`src/rtl/lfsr_search_pkg.sv`:
```
// lfsr_search_pkg
//   Shared types and default constants for the LFSR associative-memory search
//   sequencer (lfsr_search_ctrl) and its address generator (lfsr_addr_gen).
//   Contents:
//     state_e       sequencer states IDLE / SEARCH / DRAIN / DONE
//     DEFAULT_TAPS  Fibonacci feedback mask for a 4-bit maximal-length LFSR
//     DEFAULT_SEED  first non-zero address visited by a search

package lfsr_search_pkg;

    typedef enum logic [1:0] {
        IDLE   = 2'd0,
        SEARCH = 2'd1,
        DRAIN  = 2'd2,
        DONE   = 2'd3
    } state_e;

    // x^4 + x^3 + 1 style mask; walks all 15 non-zero 4-bit states.
    localparam logic [3:0] DEFAULT_TAPS = 4'b1001;
    localparam logic [3:0] DEFAULT_SEED = 4'b0001;

endpackage : lfsr_search_pkg

```
`src/rtl/lfsr_search_ctrl_addr_gen.sv`:
```
// lfsr_addr_gen
//   Fibonacci LFSR used as the memory address walker. Feedback is the XOR of
//   the bits selected by TAPS, shifted in at the LSB.
//   Ports:
//     Clk_i    in   1       clock, rising edge
//     Rst_n_i  in   1       asynchronous active-low reset (lfsr -> SEED)
//     load_i   in   1       reload SEED (has priority over step_i)
//     step_i   in   1       advance one LFSR state
//     lfsr_o   out  ADDR_W  current LFSR state

module lfsr_addr_gen
    import lfsr_search_pkg::*;
#(
    parameter int                ADDR_W = 4,
    parameter logic [ADDR_W-1:0] TAPS   = ADDR_W'(DEFAULT_TAPS),
    parameter logic [ADDR_W-1:0] SEED   = ADDR_W'(DEFAULT_SEED)
) (
    input  logic              Clk_i,
    input  logic              Rst_n_i,
    input  logic              load_i,
    input  logic              step_i,
    output logic [ADDR_W-1:0] lfsr_o
);

    // An all-zero seed is the LFSR lock-up state and would never advance.
    generate
        if (SEED == '0) begin : g_bad_seed
            $error("lfsr_addr_gen: SEED must be non-zero");
        end
    endgenerate

    logic [ADDR_W-1:0] lfsr_q;
    logic [ADDR_W-1:0] lfsr_d;
    logic              fb;

    always_comb begin
        fb     = ^(lfsr_q & TAPS);
        lfsr_d = lfsr_q;
        if (load_i) begin
            lfsr_d = SEED;
        end else if (step_i) begin
            lfsr_d = {lfsr_q[ADDR_W-2:0], fb};
        end
    end

    always_ff @(posedge Clk_i or negedge Rst_n_i) begin
        if (!Rst_n_i) begin
            lfsr_q <= SEED;
        end else begin
            lfsr_q <= lfsr_d;
        end
    end

    assign lfsr_o = lfsr_q;

endmodule : lfsr_addr_gen

```
`src/rtl/lfsr_search_ctrl.sv`:
```
// lfsr_search_ctrl
//   Upstream sequencer for the Data_Compare stage of the LFSR associative
//   memory. On Start it latches a key and reads every memory word once in LFSR
//   order (non-zero states from SEED, then address 0). The compare stage sees
//   the latched key plus an enable aligned with the synchronous read data. The
//   search stops at the first hit and reports Found/Match_Addr with a
//   one-cycle Done pulse.
//   Ports:
//     Clk_i            in   1       clock, rising edge
//     Rst_n_i          in   1       asynchronous active-low reset
//     Start_i          in   1       search request, sampled only in IDLE
//     Key_i            in   DATA_W  search key, captured on the Start edge
//     Mem_Addr_o       out  ADDR_W  read address to the synchronous memory
//     Mem_Rd_En_o      out  1       read strobe (data returns one cycle later)
//     Cmp_Temp_o       out  DATA_W  latched key to Data_Compare.Temp
//     Cmp_Enable_o     out  1       Mem_Data valid this cycle
//     Compare_Found_i  in   1       combinational hit from Data_Compare
//     Busy_o           out  1       high in SEARCH and DRAIN
//     Done_o           out  1       one-cycle pulse at search end
//     Found_o          out  1       result flag, held until next accepted Start
//     Match_Addr_o     out  ADDR_W  hit address, 0 when nothing matched

module lfsr_search_ctrl
    import lfsr_search_pkg::*;
#(
    parameter int                DATA_W = 8,
    parameter int                ADDR_W = 4,
    parameter logic [ADDR_W-1:0] TAPS   = ADDR_W'(DEFAULT_TAPS),
    parameter logic [ADDR_W-1:0] SEED   = ADDR_W'(DEFAULT_SEED)
) (
    input  logic              Clk_i,
    input  logic              Rst_n_i,
    input  logic              Start_i,
    input  logic [DATA_W-1:0] Key_i,
    output logic [ADDR_W-1:0] Mem_Addr_o,
    output logic              Mem_Rd_En_o,
    output logic [DATA_W-1:0] Cmp_Temp_o,
    output logic              Cmp_Enable_o,
    input  logic              Compare_Found_i,
    output logic              Busy_o,
    output logic              Done_o,
    output logic              Found_o,
    output logic [ADDR_W-1:0] Match_Addr_o
);

    // Index of the final read; the count is one bit wider so it never wraps.
    localparam logic [ADDR_W:0] LAST_CNT = (ADDR_W+1)'((1 << ADDR_W) - 1);

    state_e            state_q, state_d;
    logic [ADDR_W:0]   count_q, count_d;
    logic [DATA_W-1:0] key_q, key_d;
    logic              found_q, found_d;
    logic [ADDR_W-1:0] match_addr_q, match_addr_d;
    logic [ADDR_W-1:0] rd_addr_q;
    logic              cmp_en_q;

    logic [ADDR_W-1:0] lfsr;
    logic              start_accept;
    logic              last_read;
    logic              hit;

    assign start_accept = (state_q == IDLE) && Start_i;
    assign last_read    = (count_q == LAST_CNT);

    // A compare is only meaningful while a search owns the pipeline; the
    // read still in flight when DONE is entered is deliberately dropped.
    assign hit = cmp_en_q && Compare_Found_i &&
                 ((state_q == SEARCH) || (state_q == DRAIN));

    lfsr_addr_gen #(
        .ADDR_W (ADDR_W),
        .TAPS   (TAPS),
        .SEED   (SEED)
    ) u_addr_gen (
        .Clk_i   (Clk_i),
        .Rst_n_i (Rst_n_i),
        .load_i  (start_accept),
        .step_i  (state_q == SEARCH),
        .lfsr_o  (lfsr)
    );

    // State register.
    always_ff @(posedge Clk_i or negedge Rst_n_i) begin
        if (!Rst_n_i) begin
            state_q <= IDLE;
        end else begin
            state_q <= state_d;
        end
    end

    // Next-state logic; a hit takes priority over finishing the walk.
    always_comb begin
        state_d = state_q;
        case (state_q)
            IDLE: begin
                if (Start_i) begin
                    state_d = SEARCH;
                end
            end
            SEARCH: begin
                if (hit) begin
                    state_d = DONE;
                end else if (last_read) begin
                    state_d = DRAIN;
                end
            end
            DRAIN:   state_d = DONE;
            DONE:    state_d = IDLE;
            default: state_d = IDLE;
        endcase
    end

    // FSM outputs. Address 0 is the LFSR lock-up state, so it is substituted
    // for the final read instead of being produced by the LFSR.
    always_comb begin
        Mem_Rd_En_o = 1'b0;
        Mem_Addr_o  = '0;
        Busy_o      = 1'b0;
        Done_o      = 1'b0;
        case (state_q)
            SEARCH: begin
                Mem_Rd_En_o = 1'b1;
                Mem_Addr_o  = last_read ? '0 : lfsr;
                Busy_o      = 1'b1;
            end
            DRAIN: begin
                Busy_o = 1'b1;
            end
            DONE: begin
                Done_o = 1'b1;
            end
            default: ;
        endcase
    end

    // Key, read counter and result registers.
    always_comb begin
        count_d      = count_q;
        key_d        = key_q;
        found_d      = found_q;
        match_addr_d = match_addr_q;
        if (start_accept) begin
            count_d      = '0;
            key_d        = Key_i;
            found_d      = 1'b0;
            match_addr_d = '0;
        end else begin
            if (state_q == SEARCH) begin
                count_d = count_q + 1'b1;
            end
            if (hit) begin
                found_d      = 1'b1;
                match_addr_d = rd_addr_q;
            end
        end
    end

    always_ff @(posedge Clk_i or negedge Rst_n_i) begin
        if (!Rst_n_i) begin
            count_q      <= '0;
            key_q        <= '0;
            found_q      <= 1'b0;
            match_addr_q <= '0;
        end else begin
            count_q      <= count_d;
            key_q        <= key_d;
            found_q      <= found_d;
            match_addr_q <= match_addr_d;
        end
    end

    // Pipeline stage matching the one-cycle memory read latency: the address
    // and enable travel alongside the data the memory is returning.
    always_ff @(posedge Clk_i or negedge Rst_n_i) begin
        if (!Rst_n_i) begin
            rd_addr_q <= '0;
            cmp_en_q  <= 1'b0;
        end else begin
            rd_addr_q <= Mem_Addr_o;
            cmp_en_q  <= Mem_Rd_En_o;
        end
    end

    assign Cmp_Temp_o   = key_q;
    assign Cmp_Enable_o = cmp_en_q;
    assign Found_o      = found_q;
    assign Match_Addr_o = match_addr_q;

endmodule : lfsr_search_ctrl

```
`config.mk`:
```
export PLATFORM = sky130hd
export DESIGN_NAME = lfsr_search_ctrl
export DESIGN_NICKNAME = d
export VERILOG_FILES = /design/src/rtl/lfsr_search_pkg.sv /design/src/rtl/lfsr_search_ctrl_addr_gen.sv /design/src/rtl/lfsr_search_ctrl.sv
export SDC_FILE = /design/constraint.sdc
export NUM_CORES = 1
export LEC_CHECK = 0
export CAP_MARGIN = 20
export CORE_MARGIN = 4
export CORE_UTILIZATION = 25
export DETAILED_ROUTE_END_ITERATION = 7
export GPL_TIMING_DRIVEN = 0
export PLACE_DENSITY_LB_ADDON = 0.12
export SETUP_SLACK_MARGIN = 0.2
export SLEW_MARGIN = 20
export SYNTH_ARGS = -nofsm -noshare
export SYNTH_HDL_FRONTEND = slang
export SYNTH_SLANG_ARGS = --single-unit
```
`constraint.sdc`:
```
create_clock -name Clk_i -period 1.75 [get_ports Clk_i]
set_input_delay 0.35 -clock Clk_i [delete_from_list [all_inputs] [get_ports Clk_i]]
set_output_delay 0.35 -clock Clk_i [all_outputs]
set_load 0.05 [all_outputs]
```
Word-level counts from Yosys, hierarchy flattened. Cells that the tools add are included.

Add/sub/neg operators: 1. Multipliers: 0. Div/mod/pow operators: 0. Magnitude comparators: 0. Equal/unequal tests: 6. Shift operators: 0. Muxes and demuxes: 17. Bitwise logic cells: 0. Reduce and logical (&&, ||, !) cells: 10.

Operators by type and width (count): $mux W4 (6); $mux W5 (2); $pmux W2 S4 (1); $mux W2 (3); $add A5 B1 Y5 const B (1); $eq A5 B4 Y1 const B (1); $mux W1 (5); $eq A2 B2 Y1 const B (2); $reduce_bool A2 Y1 (2); $reduce_xor A4 Y1 (1); $logic_and A1 B1 Y1 (3); $ne A3 B3 Y1 const B (1); $eq A2 B1 Y1 const B (1); $logic_not A2 Y1 (1); $ne A2 B2 Y1 const B (1); $reduce_and A2 Y1 (1); $reduce_or A2 Y1 (1); $logic_or A1 B1 Y1 (1).

Bits in registers: 29. Bits in latches: 0. Bits in writable memories: 0. Bits in read-only memories: 0. Input bits: 12. Output and inout bits: 21. Memories: 0.

Depth between registers and ports, before layout. Gate-level depths: netlist of the first run.

Depth in word-level cells: 5. Depth in mapped cells: 6. Gate-level depth less buffers: 6.

Modules after synthesis. A second synthesis of the first run with hierarchy kept.

Cell total of the unflattened synthesis: 105. Area, all modules: 1282.5 um2.

Modules (own cells, without submodules): lfsr_search_ctrl (times used 1, cells an instance 91, area an instance 1112.3 um2); lfsr_addr_gen (times used 1, cells an instance 14, area an instance 170.2 um2).

Worst setup path before layout of the first run. OpenSTA, ideal clock, no wires.

Kind: register to output. Start: register state_q[1]. End: output Mem_Addr_o[0]. Arrival time: 1.742 ns. Data required time: 1.400 ns. Path slack: -0.342 ns. Cell stages (with the launch flop): 5. Buffers on the path: 0. Path through: dfrtp_1 -> inv_1 -> ha_1 -> and2b_2 -> and2_1.

Word-level cells in the longest chain between the ends: 2.

Ends and longest elaborated chain: start, declared (line lfsr_search_ctrl.sv:49) `state_e state_q, state_d;`; start signal, assigned (line lfsr_search_ctrl.sv:87) `state_q <= state_d;`; $eq A2 B1 Y1 (line lfsr_search_ctrl.sv:120) `case (state_q)`; $mux W4 (line lfsr_search_ctrl.sv:120); end, declared (line lfsr_search_ctrl.sv:35) `output logic [ADDR_W-1:0] Mem_Addr_o,`.

Every way passes these cells.

Worst setup path in the final report of the first run.
Start: register count_q[1]. End: output Mem_Addr_o[0].

Word-level cells in the longest chain between the ends: 3.

Ends and longest elaborated chain: start, declared (line lfsr_search_ctrl.sv:50) `logic [ADDR_W:0] count_q, count_d;`; start signal, assigned (line lfsr_search_ctrl.sv:165) `count_q <= count_d;`; $eq A5 B4 Y1 (line lfsr_search_ctrl.sv:63) `assign last_read = (count_q == LAST_CNT);`; $mux W4 (line lfsr_search_ctrl.sv:123) `Mem_Addr_o = last_read ? '0 : lfsr;`; $mux W4 (line lfsr_search_ctrl.sv:120).

Every way passes these cells.

==> key figures, run 1 <==
Finish
  – ANT cells: 0
  – Reg area: 728 um^2
  – Layout net count: 169
  – Area of the multi-input gates: 593 um^2
  – Layout cells sized above 1: 40.1%
  – Area growth syn-to-layout: 58.4%
  – Fill cells: 496

Synth
  – Post-synth EDFFs: 0
  – Yosys top cell area share: 55.1%
  – Ys Warns: 0
  – Post-Syn Area: 0.00127 mm^2
  – Syn Nets: 117
  – Post-synthesis sequential area ratio: 57.2%
  – Async set-reset flop share out of synthesis: 100%
  – Synth Area per Inst: 12.8 um^2
  – Post-synth top flop: dfrtp_1
  – Ranking of synthesized cells by area: dfrtp_1 55%, mux2_2 8.0%, mux2i_1 6.3%, ha_1 5.9%, nor2_1 3.8%
  – Top-count cell post-synth: dfrtp_1
  – Yosys cell types: 29
  – Cell count after synthesis: 99
  – Leading area contributor after synthesis: dfrtp_1
  – Yosys reg bits: 29
  – Most common library cells after synthesis: 28 x dfrtp_1, 13 x nor2_1, 9 x mux2_2

Place
  – Hpwl dp: 2000 um
  – Gpl congestion: 0.678
  – PortBufs: 32

Clock tree
  – CTS root buffer: clkbuf_8
  – Clk Latency, worst-skew pair: 0.28 ns
  – CTS sink cnt: 29
  – Clock transition at path regs: 0.06 ns
  – Clock tree buffer depth: 2
  – Hold Buf Count CTS: 0
  – CTS tree: done
  – CTS Buf Count: 5
  – Htree depth: 2

Timing
  – Final WS setup: -0.353 ns
  – Setup Skew: 0.00413 ns
  – RSZ-0062 raised after global routing: true
  – Highest clock rate: 475 MHz
  – Final setup viols: 6
  – Slew @ Worst Pin: 0.663 ns
  – Hold WS: 0.105 ns
  – Fin. max-slew vios: 0
  – Setup TNS: -1.51 ns
  – Final Hold Fails: 0
  – Final Cycle Share: 120%
  – Minimum clock period: 2.10 ns
  – Slew headroom: 55.8%

Floorplan
  – Num rows: 25
  – I/O pin cnt: 33
  – Die height: 79.3 um
  – Initial Utilization: 26.4%
  – Overall die width: 79.3 um
  – CORE AREA: 0.00482 mm^2
  – Die area: 0.00629 mm^2

Routing
  – DRT iter0 DRCs: 28
  – DR WL/cell: 13.2 um
  – Post-Route WL: 2890 um
  – Via density: 4.17
  – DR DRC count: 0
  – Via count: 913
  – Antenna viol nets, final: 0
  – Number of iterations in the first detailed-routing pass: 3

Run status
  – Failing checks: setup timing
  – Status: finished, violations left

Power
  – VDD IR-drop max: 0.000689 V
  – Leak Pwr: 0.000973 uW
  – Pwr per Cell Area: 2120 mW/mm^2

Worst setup path
  – CP peak stage delay: 0.38 ns
  – Max Fanout on Critical Path: 5
  – Slowest-stage cell, CP: dfrtp_1
  – Crit start category: register
  – R2r startpoint: count_q[0]
  – Crit path kind: register to primary output
  – Stages on the worst setup path: 6
  – Worst Reg-to-Reg Cells: 8
  – Reg2Reg Setup Slack: -0.08 ns
  – WP data required: 1.40 ns
  – Family with the most delay on the worst path: simple AND/OR/NAND/NOR gates
  – Crit path from: count_q[1]
  – CP Capture Type: primary output
  – Data arrival, critical path: 1.75 ns
  – Critical path buffer and inverter count: 1
  – Crit path cell chain: ha_2, and3_4, ha_4, and2b_4, and2_4, buf_8

Global route
  – GRT overflow: 0
  – Initial antenna violation count: 0
  – Largest net degree at the start of global routing: 30
  – Gr usage total: 9.95%
  – Vias in the first global route: 971
  – First-pass GRT wire length: 4640 um

Run
  – Max cap viols: 0

Hold path
  – Hold crit path type: primary input to async pin
[cells by family (layout without fill, tap and decap cells)]
| family | after synthesis | count (layout) | synth area share, % |
|---|---|---|---|
| and+or+nand+nor | 28 | 28 | 12.5 |
| DFF | 29 | 29 | 57.2 |
| adders and majority gates | 6 | 6 | 5.91 |
| xor gates and xnor gates | 3 | 3 | 2.07 |
| muxes | 17 | 17 | 14.3 |
| AOI/OAI and AO/OA | 8 | 8 | 4.53 |
| buffers and inverters | 8 | 61 | 3.54 |
[routing by layer]
metal / track usage, % / routed length, um / vias up
li1: - / - / 435
met1: 11.1 / 1180 / 454
met2: 17.3 / 1560 / 20
met3: 3.40 / 110 / 4
met4: 4.12 / 46 / 0
met5: 0 / 0 / -
[final timing paths]
| kind | end |
|---|---|
| min in group Clk_i | Match_Addr_o[3] |
| hold / removal | Cmp_Temp_o[2] |
| setup reg to reg | state_q[1] |
| setup / recovery | Mem_Addr_o[0] |
| max in group asynchronous | state_q[0] |
| hold reg to reg | Match_Addr_o[3] |
[layout make-up]
class                      instances  area share [%]
clock inverter                     1            1.49
buffer                             3            1.74
sequential                        29            36.2
tap                               67            4.16
timing repair buffer              45            21.6
clock buffer                       7            4.29
inverter                           5            1.06
multi-input combinational         62            29.5
[power breakdown]
part           switching [uW]  total [uW]  leakage (uW)  internal (uW)
Combinational            1380        2440      0.000548           1060
Sequential                165        1120      0.000367            954
Clock                     251         715     0.0000585            464
[what timing repair did]
action                                  4_1_cts  5_1_grt
endpoints found under the hold margin         0        0
resized for setup                            74       18
endpoints found under the setup margin       26       13
pin swaps                                     6        7
setup buffers                                10        3
[flip-flops by register name, indices dropped and copies added (netlist names)]
register           cells
Match_Addr_o           4
rd_addr_q              4
count_q                5
Cmp_Temp_o             8
Found_o                1
Cmp_Enable_o           1
u_addr_gen.lfsr_o      4
state_q                2
[cells in the final DEF, fill, tap and decap left out, types with 2 or more instances in the layout]
cell type	instances
clkdlybuf4s15_1	3
clkbuf_8	6
xor2_1	2
nor2_1	13
mux2_4	6
ha_4	3
inv_1	3
buf_6	5
clkbuf_2	2
buf_4	10
ha_1	2
clkdlybuf4s50_1	10
mux2_2	3
a21oi_1	2
and2_4	5
dfrtp_1	27
buf_8	6
buf_2	2
dlygate4sd2_1	9
mux2i_1	8
[worst reg2reg max path, stage by stage (launching register included)]
cell and delay, ns:
dfrtp_1 0.35, ha_2 0.18, and3_4 0.19, ha_4 0.12
and2b_4 0.20, buf_4 0.13, buf_6 0.10, a21oi_2 0.14
mux2_4 0.31
[metrics by stage]
step                      power, uW  worst slack [ns]  area, um^2  utilization (%)  instances
after floorplan                2670            0.0343        1340                -         99
after global placement         3220            -0.767        1740             36.1        198
after detailed placement       3280            -0.770        1730             36.0        198
after CTS                      4180            -0.390        1950             40.5        216
after global routing           4520            -0.416        2010             41.8        219
final                          4270            -0.353        2010             41.8        219
(Power assumes the default switching activity.)
==> run 2, diff against run 1 <==
--- a/config.mk
+++ b/config.mk
@@ -10,6 +10,7 @@
 export CORE_UTILIZATION = 25
 export DETAILED_ROUTE_END_ITERATION = 7
 export GPL_TIMING_DRIVEN = 0
+export HOLD_SLACK_MARGIN = 0.08
 export PLACE_DENSITY_LB_ADDON = 0.12
 export SETUP_SLACK_MARGIN = 0.2
 export SLEW_MARGIN = 20
==> results of run 2 <==
Final layout, timing and power as in run 1 (identical DEF).
